===== src/rtl/dff_pipe_if.sv =====
// Handshake/data bundle for dff_pipe: producer side, consumer side, flush and occupancy.
// master = environment driving the pipe, slave = the pipe itself.
interface dff_pipe_if #(
    parameter int WIDTH = 8,
    parameter int DEPTH = 4
);
    localparam int OCC_W = $clog2(DEPTH + 1);

    logic             flush;
    logic             in_valid;
    logic             in_ready;
    logic [WIDTH-1:0] d;
    logic             out_valid;
    logic             out_ready;
    logic [WIDTH-1:0] q;
    logic [OCC_W-1:0] occupancy;

    modport master (
        output flush, in_valid, d, out_ready,
        input  in_ready, out_valid, q, occupancy
    );

    modport slave (
        input  flush, in_valid, d, out_ready,
        output in_ready, out_valid, q, occupancy
    );
endinterface


===== src/rtl/dff_pipe.sv =====
// WIDTH x DEPTH elastic register pipeline with per-stage valid, bubble collapse and flush.
// Optional occupancy counter enabled by defining DFF_PIPE_OCC_EN (port reads 0 otherwise).
module dff_pipe #(
    parameter int WIDTH = 8,
    parameter int DEPTH = 4
) (
    input  logic        clk,
    input  logic        reset,
    dff_pipe_if.slave   bus
);
    localparam int OCC_W = $clog2(DEPTH + 1);

    logic [WIDTH-1:0] data [DEPTH];
    logic [DEPTH-1:0] v;
    logic [DEPTH-1:0] adv;

    // adv[i] is true when any hole exists at or above stage i, or the consumer takes the head.
    // A scalar running term avoids a self-referencing vector chain.
    always_comb begin
        logic hole;
        adv  = '0;
        hole = !v[DEPTH-1] | bus.out_ready;
        adv[DEPTH-1] = hole;
        for (int unsigned k = 1; k < DEPTH; k++) begin
            int unsigned i;
            i      = DEPTH - 1 - k;
            hole   = hole | !v[i];
            adv[i] = hole;
        end
    end

    assign bus.in_ready  = adv[0] & !bus.flush;
    assign bus.out_valid = v[DEPTH-1];
    assign bus.q         = data[DEPTH-1];

    always_ff @(posedge clk or negedge reset) begin
        if (!reset) begin
            v <= '0;
            for (int unsigned i = 0; i < DEPTH; i++) begin
                data[i] <= '0;
            end
        end else if (bus.flush) begin
            v <= '0;
        end else begin
            if (adv[0]) begin
                data[0] <= bus.d;
                v[0]    <= bus.in_valid & bus.in_ready;
            end
            for (int unsigned i = 1; i < DEPTH; i++) begin
                if (adv[i]) begin
                    data[i] <= data[i-1];
                    v[i]    <= v[i-1];
                end
            end
        end
    end

`ifdef DFF_PIPE_OCC_EN
    logic [OCC_W-1:0] occ;
    logic             xfer_in;
    logic             xfer_out;

    assign xfer_in  = bus.in_valid & bus.in_ready;
    assign xfer_out = v[DEPTH-1] & bus.out_ready;

    always_ff @(posedge clk or negedge reset) begin
        if (!reset) begin
            occ <= '0;
        end else if (bus.flush) begin
            occ <= '0;
        end else if (xfer_in && !xfer_out) begin
            occ <= occ + OCC_W'(1);
        end else if (xfer_out && !xfer_in) begin
            occ <= occ - OCC_W'(1);
        end
    end

    assign bus.occupancy = occ;
`else
    assign bus.occupancy = '0;
`endif

endmodule


===== src/flat_wrapper.sv =====
// flat-port wrapper written by rule: the top's interface ports become plain ports
module dff_pipe_flat 
#(
    parameter int WIDTH = 8,
    parameter int DEPTH = 4
)
  (clk, reset, bus_flush, bus_in_valid, bus_d, bus_out_ready, bus_in_ready, bus_out_valid, bus_q, bus_occupancy);
  dff_pipe_if #(.WIDTH(WIDTH), .DEPTH(DEPTH)) bus_i ();
  input  logic clk;
  input  logic reset;
  input wire logic [$bits(bus_i.flush)-1:0] bus_flush;
  input wire logic [$bits(bus_i.in_valid)-1:0] bus_in_valid;
  input wire logic [$bits(bus_i.d)-1:0] bus_d;
  input wire logic [$bits(bus_i.out_ready)-1:0] bus_out_ready;
  output wire logic [$bits(bus_i.in_ready)-1:0] bus_in_ready;
  output wire logic [$bits(bus_i.out_valid)-1:0] bus_out_valid;
  output wire logic [$bits(bus_i.q)-1:0] bus_q;
  output wire logic [$bits(bus_i.occupancy)-1:0] bus_occupancy;
  assign bus_i.flush = bus_flush;
  assign bus_i.in_valid = bus_in_valid;
  assign bus_i.d = bus_d;
  assign bus_i.out_ready = bus_out_ready;
  assign bus_in_ready = bus_i.in_ready;
  assign bus_out_valid = bus_i.out_valid;
  assign bus_q = bus_i.q;
  assign bus_occupancy = bus_i.occupancy;
  dff_pipe #(.WIDTH(WIDTH), .DEPTH(DEPTH)) u_core (.clk(clk), .reset(reset), .bus(bus_i));
endmodule

===== config.mk =====
export PLATFORM = sky130hd
export DESIGN_NAME = dff_pipe_flat
export DESIGN_NICKNAME = d
export VERILOG_FILES = /design/src/rtl/dff_pipe_if.sv /design/src/rtl/dff_pipe.sv /design/src/flat_wrapper.sv
export SDC_FILE = /design/constraint.sdc
export NUM_CORES = 1
export LEC_CHECK = 0
export BUFFER_PORTS_ARGS = -buffer_cell sky130_fd_sc_hd__buf_4
export CAP_MARGIN = 20
export CORE_MARGIN = 5
export CORE_UTILIZATION = 35
export DETAILED_ROUTE_END_ITERATION = 8
export PLACE_DENSITY = 0.61
export SLEW_MARGIN = 20
export SYNTH_ARGS = -nofsm -noshare
export SYNTH_HDL_FRONTEND = slang
export SYNTH_SLANG_ARGS = --single-unit

===== constraint.sdc =====
create_clock -name clk -period 1.4 [get_ports clk]
set_clock_uncertainty 0.05 [all_clocks]
set_input_delay 0.07 -clock clk [delete_from_list [all_inputs] [get_ports clk]]
set_output_delay 0.07 -clock clk [all_outputs]
set_load 0.01 [all_outputs]

==> summary.txt, run 1 <==
CTS Buffer Depth: 2
Area contributors post-synth: dfrtp_1 61%, mux2_2 25%, buf_4 5.6%
# setup viols final: 29
CP Max Fanout: 5
Area of the multi-input gates: 569 um^2
# fillers: 347
Synth-to-layout area growth: 37.7%
Post-DP Area: 0.00171 mm^2
Final WS setup: -102 ps
Register bit total from synthesis: 36
Diode count: 0
Post-route cell area: 0.00202 mm^2
Sequential element share of the synthesized area: 61.5%
WHS: 227 ps
Die W: 74.7 um
Mapped Avg Cell Area: 15.3 um^2
TritonRoute pass-1 iters: 3
Die Area: 0.00558 mm^2
Tot Pwr: 2.56 mW
Number of global-route vias before repair: 978
Dpl ws: -167 ps
Post-layout min period: 1500 ps
CTS Buf Count: 5
Post-Syn Area: 0.00147 mm^2
Cells along the critical path: and3b_2, a31oi_4, buf_6, mux2_4
Core box area: 0.00403 mm^2
Critical path capture point type: register
Port bufs: 22
Number of antenna violations at the first check in global routing: 0
Via density: 4.49
Die H: 74.7 um
Yosys cell types: 14
DR DRC count: 0
H-tree depth: 2
Initial DRC count: 28
Tcrit/Tclk final: 107%
Initial core utilization: 36.4%
Clk Latency, worst-skew pair: 280 ps
Antenna Nets Post-Route: 0
WS Path Type: register to register
DR WL/cell: 13.7 um
Crit-path max cell delay: 370 ps
Ports: 26
Yosys top cell area share: 61.5%
Synthesis Warnings: 0
F_max: 0.666 GHz
Hpwl dp: 1.71 mm
Largest net degree at the start of global routing: 37
Arrival @ worst endpoint: 1620 ps
Register Area: 901 um^2
Worst Hold Class: primary input to asynchronous set/reset pin
Leading area contributor after synthesis: dfrtp_1
Failing checks: setup timing
Max-Cap Viols: 0
Total Wirelength: 2.54 mm
Slew Viols, Final: 0
Crit-path slowest cell: dfrtp_1
DR vias: 831
# rows: 23
First-pass GRT wire length: 4.58 mm
CTS root buf: clkbuf_8
Final Hold Fails: 0
Share of cells above drive strength 1: 55.6%
Peak VDD IR: 0.000617 V
Clock Pin Slew Worst Setup and Hold Paths: 70 ps
Post-placement cell count: 163
PD cells: 1270 mW/mm^2
CTS tree: done
GR Overflow Total: 0
Nets: 147
Lkg Pwr: 0.966 nW
Critical Path Start Type: register
Status: finished, violations left
CTS Sinks: 36
RSZ-0062 raised after global routing: yes
GPL Wtd Cong: 0.658
CP required: 1520 ps
Post-route insts no fill: 185
Global-route total usage across every layer: 11.1%
Syn Inst Count: 96
per-layer routing:
| metal | wire length [um] | track usage (%) | up-vias |
|---|---|---|---|
| met5 | 0 | 0 | - |
| met4 | 41 | 4.74 | 0 |
| met3 | 126 | 4.41 | 6 |
| met2 | 1250 | 17.6 | 17 |
| met1 | 1120 | 13.4 | 416 |
| li1 | - | - | 392 |
final cells by class:
| type | instances | area share [%] |
|---|---|---|
| well taps | 50 | 3.10 |
| repair buffers | 42 | 19.6 |
| clock buffers | 8 | 4.46 |
| multi-input cells | 49 | 28.2 |
| flip-flops and latches | 36 | 44.6 |
worst paths after layout:
check                                 from              end  slack [ps]  cells past startpoint
max in group asynchronous            reset  u_core.bus.q[7]         750                      2
min in group clk             bus_out_ready      u_core.v[3]         230                      4
max                            u_core.v[3]  u_core.data[28]        -100                      4
max reg2reg                    u_core.v[3]  u_core.data[28]        -100                      4
min                                  reset  u_core.bus.q[1]         230                      2
min reg2reg                u_core.data[14]  u_core.bus.q[6]         450                      1
cells in the final DEF (no fill, tap or decap), drive strengths merged:
cell type    Yosys  final
nor2             8      8
buf             13     31
dfrtp           36     36
and2b            1      1
conb             1      3
a21oi            2      2
dlygate4sd3      0     11
and3b            1      1
clkbuf           0      8
mux2            32     32
a31oi            2      2
through the flow:
stage | TNS (ps) | util, %
2_1_floorplan | -2720 | -
3_3_place_gp | -1140 | 42.5
3_5_place_dp | -2270 | 42.5
4_1_cts | -1590 | 49.9
5_1_grt | -3040 | 50.1
6_report | -1030 | 50.1
worst max-delay path, delay by kind of cell, from the launching register on:
kind	cells	cell delay, ps
DFF	1	370
muxes	1	300
and+or+nand+nor	1	270
AOI/OAI and AO/OA	1	230
buffers and inverters	1	160
synth_stat cells:
master   number
nor2_1        6
dfrtp_1      36
and3b_1       1
buf_2         1
buf_4        11
a21oi_4       1
mux2_2       32
and2b_2       1
a21oi_1       1
nor2_2        2
a31oi_4       1
conb_1        1
buf_6         1
a31oi_1       1
flip-flops by register name, indices dropped and copies added (netlist names):
| signal | count |
|---|---|
| u_core.v | 4 |
| u_core.data | 24 |
| u_core.bus.q | 8 |
report_power, final:
part           switching [mW]  internal (mW)
Combinational           0.164          0.347
Clock                   0.345          0.401
Sequential             0.0928           1.21
Total                   0.601           1.95
repair_timing:
action,4_1_cts,5_1_grt
resized for setup,22,0
buffers inserted,2,1
endpoints found under the hold margin,46,0
pin swaps,3,2
setup endpoints to repair,33,33
hold buffers,11,0
cells by family (layout without fill, tap and decap cells):
family / count (synthesis) / in the layout / share of synthesized area [%]
AOI/OAI and AO/OA: 4 / 4 / 3.33
other: 1 / 3 / 0.256
buffers and inverters: 13 / 50 / 6.75
DFF: 36 / 36 / 61.5
and+or+nand+nor: 10 / 10 / 3.59
muxes: 32 / 32 / 24.6
Note: power is estimated with default switching activity, not from simulation.
==> run 2: changes to the inputs <==
- CORE_UTILIZATION: 35 -> 48
- CTS_CLUSTER_DIAMETER: unset -> 30
- PLACE_DENSITY: 0.61 -> 0.78
- REMOVE_ABC_BUFFERS: unset -> 1
==> run 2 against run 1 <==
  * Sequential share of layout area up 0.85 points
  * The run still ends with setup timing left
  * Core utilization increased by 16 points
  * Critical path type unchanged
  * Clock power decreased by 24%
  * Highest routed layer unchanged
  * Die area is 24% lower
  * Design area fell by 1.9%
==> summary.txt, run 2 (synthesis results as in run 1) <==
Status: finished, violations left
Failing checks: setup timing
Reg2reg path depth: 4 (unchanged)
Number of antenna violations at the first check in global routing: 0 (unchanged)
CTS Sinks: 36 (unchanged)
Die Area: 0.00426 mm^2 (-24%)
Number of flip-flops in the largest register: 24 (unchanged)
Die H: 65.3 um (-13%)
# rows: 20 (-13%)
Arrival @ worst endpoint: 1760 ps (+140 ps)
WS Path Type: register to register
F_max: 0.632 GHz (-5.0%)
Total Wirelength: 2.74 mm (+8.1%)
Post-layout min period: 1580 ps (+78.9 ps)
Most frequent cells in the layout: 36 x dfrtp_1, 28 x buf_4, 23 x mux2_4
Final Hold Fails: 0 (unchanged)
Max-Cap Viols: 0 (unchanged)
# setup viols final: 33 (+14%)
Lkg Pwr: 0.962 nW (-0.37%)
Port bufs: 22 (unchanged)
Hpwl dp: 1.57 mm (-8.0%)
Tcrit/Tclk final: 113% (+5.6 points)
Post-placement cell count: 145 (-11%)
# fillers: 196 (-44%)
CP required: 1580 ps (+60 ps)
H-tree depth: 2 (unchanged)
RSZ-0062 raised after global routing: yes
Antenna Nets Post-Route: 0 (unchanged)
Flop-to-flop setup slack: -180 ps (-80 ps)
Critical Path Start Type: register
CTS Buffer Depth: 2 (unchanged)
CTS Buf Count: 5 (unchanged)
CP Depth: 4 (unchanged)
PD cells: 1210 mW/mm^2 (-4.4%)
Largest net degree at the start of global routing: 37 (unchanged)
Diode count: 0 (unchanged)
CTS tree: done
First-pass GRT wire length: 4.60 mm (+0.46%)
TNS Setup: -4750 ps (-3720 ps)
Slew Viols, Final: 0 (unchanged)
Die W: 65.3 um (-13%)
Worst Hold Class: primary input to asynchronous set/reset pin
Initial DRC count: 22 (-21%)
Nets: 150 (+2.0%)
CP Max Fanout: 6 (+1)
Clk Latency, worst-skew pair: 340 ps (+60 ps)
Crit-path slowest cell: dfrtp_1
WP buf/inv: 1 (unchanged)
Ports: 26 (unchanged)
Via density: 5.16 (+15%)
Post-route insts no fill: 171 (-7.6%)
DR WL/cell: 16.0 um (+17%)
Number of global-route vias before repair: 977 (-0.10%)
Final WS setup: -181 ps (-78.9 ps)
Crit-path max cell delay: 400 ps (+30 ps)
CTS root buf: clkbuf_4
Most common cell after layout, fill and taps aside: dfrtp_1
Global-route total usage across every layer: 14.6% (+3.6 points)
Synth-to-layout area growth: 35.2%
DR vias: 883 (+6.3%)
Critical path capture point type: register
TritonRoute pass-1 iters: 4 (+1)
Initial core utilization: 49.2% (+13 points)
Core box area: 0.00298 mm^2 (-26%)
Reg with most FFs: u_core.data
GPL Wtd Cong: 0.707 (+7.4%)
Clock Pin Slew Worst Setup and Hold Paths: 100 ps (+30 ps)
Share of cells above drive strength 1: 56.5% (+0.97 points)
Peak VDD IR: 0.000677 V (+9.7%)
DR DRC count: 0 (unchanged)
Delay-heaviest family, CP: flip-flops
GR Overflow Total: 0 (unchanged)
Cells along the critical path: and3b_2, a31oi_4, buf_4, mux2_2
[run 2: final cells by class]
cell class,instances,area (um^2),share of cell area [%]
sequential,36,901,45.5
timing repair buffer,45,409,20.7
multi-input combinational,49,571,28.8
tap,33,41.3,2.08
clock buffer,8,58.8,2.97
[run 2: final timing paths]
path,to,from
worst max-delay path,u_core.data[24],u_core.v[3]
worst min-delay path,u_core.bus.q[4],reset
worst max register to register,u_core.data[24],u_core.v[3]
worst min register to register,u_core.bus.q[6],u_core.data[14]
max in group asynchronous,u_core.data[25],reset
min in group clk,u_core.v[3],bus_out_ready
[run 2: routing by layer]
layer | routed length [um] | global-route usage (%) | vias to the layer above | share of wire, %
li1 | - | - | 404 | -
met1 | 1070 | 15.5 | 449 | 39
met2 | 1440 | 25.2 | 22 | 53
met3 | 167 | 5.81 | 8 | 6.1
met4 | 61 | 7.25 | 0 | 2.2
met5 | 0 | 0 | - | 0
[run 2: metrics by stage]
step | area, um^2 | setup slack (ps) | total power, mW | utilization (%) | hold WS [ps]
final | 1980 | -181 | 2.40 | 66.5 | 189
after global routing | 1980 | -235 | 2.52 | 66.5 | 205
after CTS | 1940 | -165 | 2.38 | 65.3 | 168
after floorplan | 1370 | -172 | 1.50 | - | -276
after global placement | 1630 | -143 | 1.68 | 54.7 | -14.6
after detailed placement | 1630 | -182 | 1.71 | 54.7 | -5.68
[run 2: timing repair]
item	CTS	global route
pin swaps	4	1
buffers inserted	6	2
endpoints found under the setup margin	33	33
hold buffers	11	0
hold endpoints to repair	48	0
gates resized for setup	23	9
[run 2: worst register-to-register path, stage by stage (launching register included)]
cell and delay, ps:
dfrtp_1 400, and3b_2 260, a31oi_4 230, buf_4 190, mux2_2 340
[run 2: power by group]
part           total, mW  internal, mW  switching [mW]
clock              0.569         0.248           0.321
sequential          1.31          1.20           0.100
combinational      0.524         0.355           0.169
==> run 3: changes to the inputs <==
- CORE_UTILIZATION: 48 -> 54
- PLACE_DENSITY: 0.78 -> 0.82
- SETUP_SLACK_MARGIN: unset -> 0.5
- clock period: 1.4 -> 1.7 ns (I/O delays scaled with it)
==> run 3 against run 2 <==
  * The run now ends clean
  * Worst setup slack improved by 340 ps
  * Worst hold slack worse by 7.4 ps
  * Maximum frequency is 2.4% higher
  * Critical path type unchanged
  * Largest power group unchanged
==> summary.txt, run 3 (synthesis results as in run 1) <==
Nets: 146 (-2.7%)
PD cells: 1000 mW/mm^2 (-17%)
RSZ-0062 raised after global routing: yes
Clock Pin Slew Worst Setup and Hold Paths: 110 ps (about the same)
WS Path Type: register to register
Peak VDD IR: 0.000845 V (+25%)
CP required: 1870 ps (+290 ps)
Reg with most FFs: u_core.data
Largest net degree at the start of global routing: 37 (unchanged)
Arrival @ worst endpoint: 1720 ps (-40 ps)
GPL Wtd Cong: 0.650 (-8.1%)
Final Hold Fails: 0 (unchanged)
Global-route total usage across every layer: 17.9% (+3.2 points)
Cells along the critical path: and3b_2, a31oi_4, buf_12, mux2_2
Via density: 5.34 (+3.4%)
DR WL/cell: 17.6 um (+10%)
Die W: 62.1 um (-4.8%)
Total Wirelength: 2.89 mm (+5.5%)
Max-Cap Viols: 0 (unchanged)
Worst Hold Class: primary input to asynchronous set/reset pin
Number of antenna violations at the first check in global routing: 0 (unchanged)
Crit-path slowest cell: dfrtp_1
Synth-to-layout area growth: 35.8%
Initial DRC count: 24 (+9.1%)
Critical path capture point type: register
Most common cell after layout, fill and taps aside: dfrtp_1
Lkg Pwr: 0.969 nW (+0.71%)
Hpwl dp: 1.55 mm (-1.0%)
Post-layout min period: 1540 ps (-36.3 ps)
Die Area: 0.00386 mm^2 (-9.5%)
Initial core utilization: 57.6% (+8.4 points)
Die H: 62.1 um (-4.8%)
Number of flip-flops in the largest register: 24 (unchanged)
Core box area: 0.00254 mm^2 (-15%)
First-pass GRT wire length: 4.70 mm (+2.1%)
CTS tree: done
# rows: 18 (-10%)
Diode count: 0 (unchanged)
Crit-path max cell delay: 400 ps (about the same)
CTS Sinks: 36 (unchanged)
Antenna Nets Post-Route: 0 (unchanged)
Port bufs: 22 (unchanged)
Status: finished clean
GR Overflow Total: 0 (unchanged)
DR DRC count: 0 (unchanged)
TritonRoute pass-1 iters: 4 (unchanged)
TNS Setup: 0 ps (+4750 ps)
Share of cells above drive strength 1: 59.0% (+2.4 points)
Number of global-route vias before repair: 927 (-5.1%)
Post-route cell area: 0.00199 mm^2 (+0.44%)
Most frequent cells in the layout: 36 x dfrtp_1, 27 x mux2_4, 24 x buf_4
DR vias: 876 (-0.79%)
H-tree depth: 2 (unchanged)
Ports: 26 (unchanged)
# fillers: 146 (-26%)
Slew Viols, Final: 0 (unchanged)
Post-DP Area: 0.00158 mm^2 (-2.8%)
# setup viols final: 0 (-100%)
F_max: 0.647 GHz (+2.4%)
CTS Buffer Depth: 2 (unchanged)
CTS root buf: clkbuf_4
Tcrit/Tclk final: 90.9% (-22 points)
Clk Latency, worst-skew pair: 330 ps (about the same)
CP Max Fanout: 8 (+2)
Critical Path Start Type: register
CTS Buf Count: 5 (unchanged)
-- run 3: power breakdown --
group,internal (mW),total [mW],switching [mW]
clock,0.197,0.471,0.274
sequential,0.992,1.08,0.0902
combinational,0.299,0.442,0.143
-- run 3: metrics by stage --
step,instances,util [%],total power [mW],setup WS [ps],hold slack [ps]
final,164,78.2,1.99,155,181
after global routing,164,78.2,2.09,90.2,196
after CTS,163,76.7,1.99,180,171
after detailed placement,138,62.2,1.40,107,9.88
after global placement,138,62.2,1.38,142,0.433
after floorplan,85,-,1.23,128,-261
-- run 3: final timing paths --
path	start	end	slack (ps)	cells after the start
hold reg to reg	u_core.v[2]	u_core.v[3]	470	2
min in group clk	bus_out_ready	u_core.v[3]	190	4
hold / removal	reset	u_core.v[0]	180	2
max in group asynchronous	reset	u_core.data[17]	1100	2
setup / recovery	u_core.v[3]	u_core.data[29]	160	4
setup reg to reg	u_core.v[3]	u_core.data[29]	160	4
-- run 3: worst max-delay path: cells and delay by family, from the launching register on --
| kind | cells | cell delay (ps) |
|---|---|---|
| buffers and inverters | 1 | 160 |
| flip-flops | 1 | 400 |
| AND/OR/NAND/NOR | 1 | 280 |
| multiplexers | 1 | 320 |
| AO/OA/AOI/OAI | 1 | 230 |
-- run 3: repair_timing --
action,CTS,global route
buffers inserted,6,1
setup endpoints to repair,33,35
pin swaps,5,1
hold endpoints to repair,48,0
gates resized for setup,31,6
hold buffers,11,0
-- run 3: routing by layer --
| layer | vias to the layer above | part of all wire, % | GRT usage (%) |
|---|---|---|---|
| li1 | 393 | - | - |
| met1 | 445 | 41 | 22.1 |
| met2 | 29 | 51 | 28.8 |
| met3 | 9 | 5.5 | 5.17 |
| met4 | 0 | 3.1 | 8.18 |
| met5 | - | 0 | 0 |
-- run 3: final cells by class --
cell class	instances	area (um^2)	share of cell area, %
clock buffer	6	51.3	2.58
tap	30	37.5	1.89
clock inverter	2	10.0	0.503
timing repair buffer	41	384	19.3
sequential	36	901	45.3
multi-input combinational	49	606	30.4
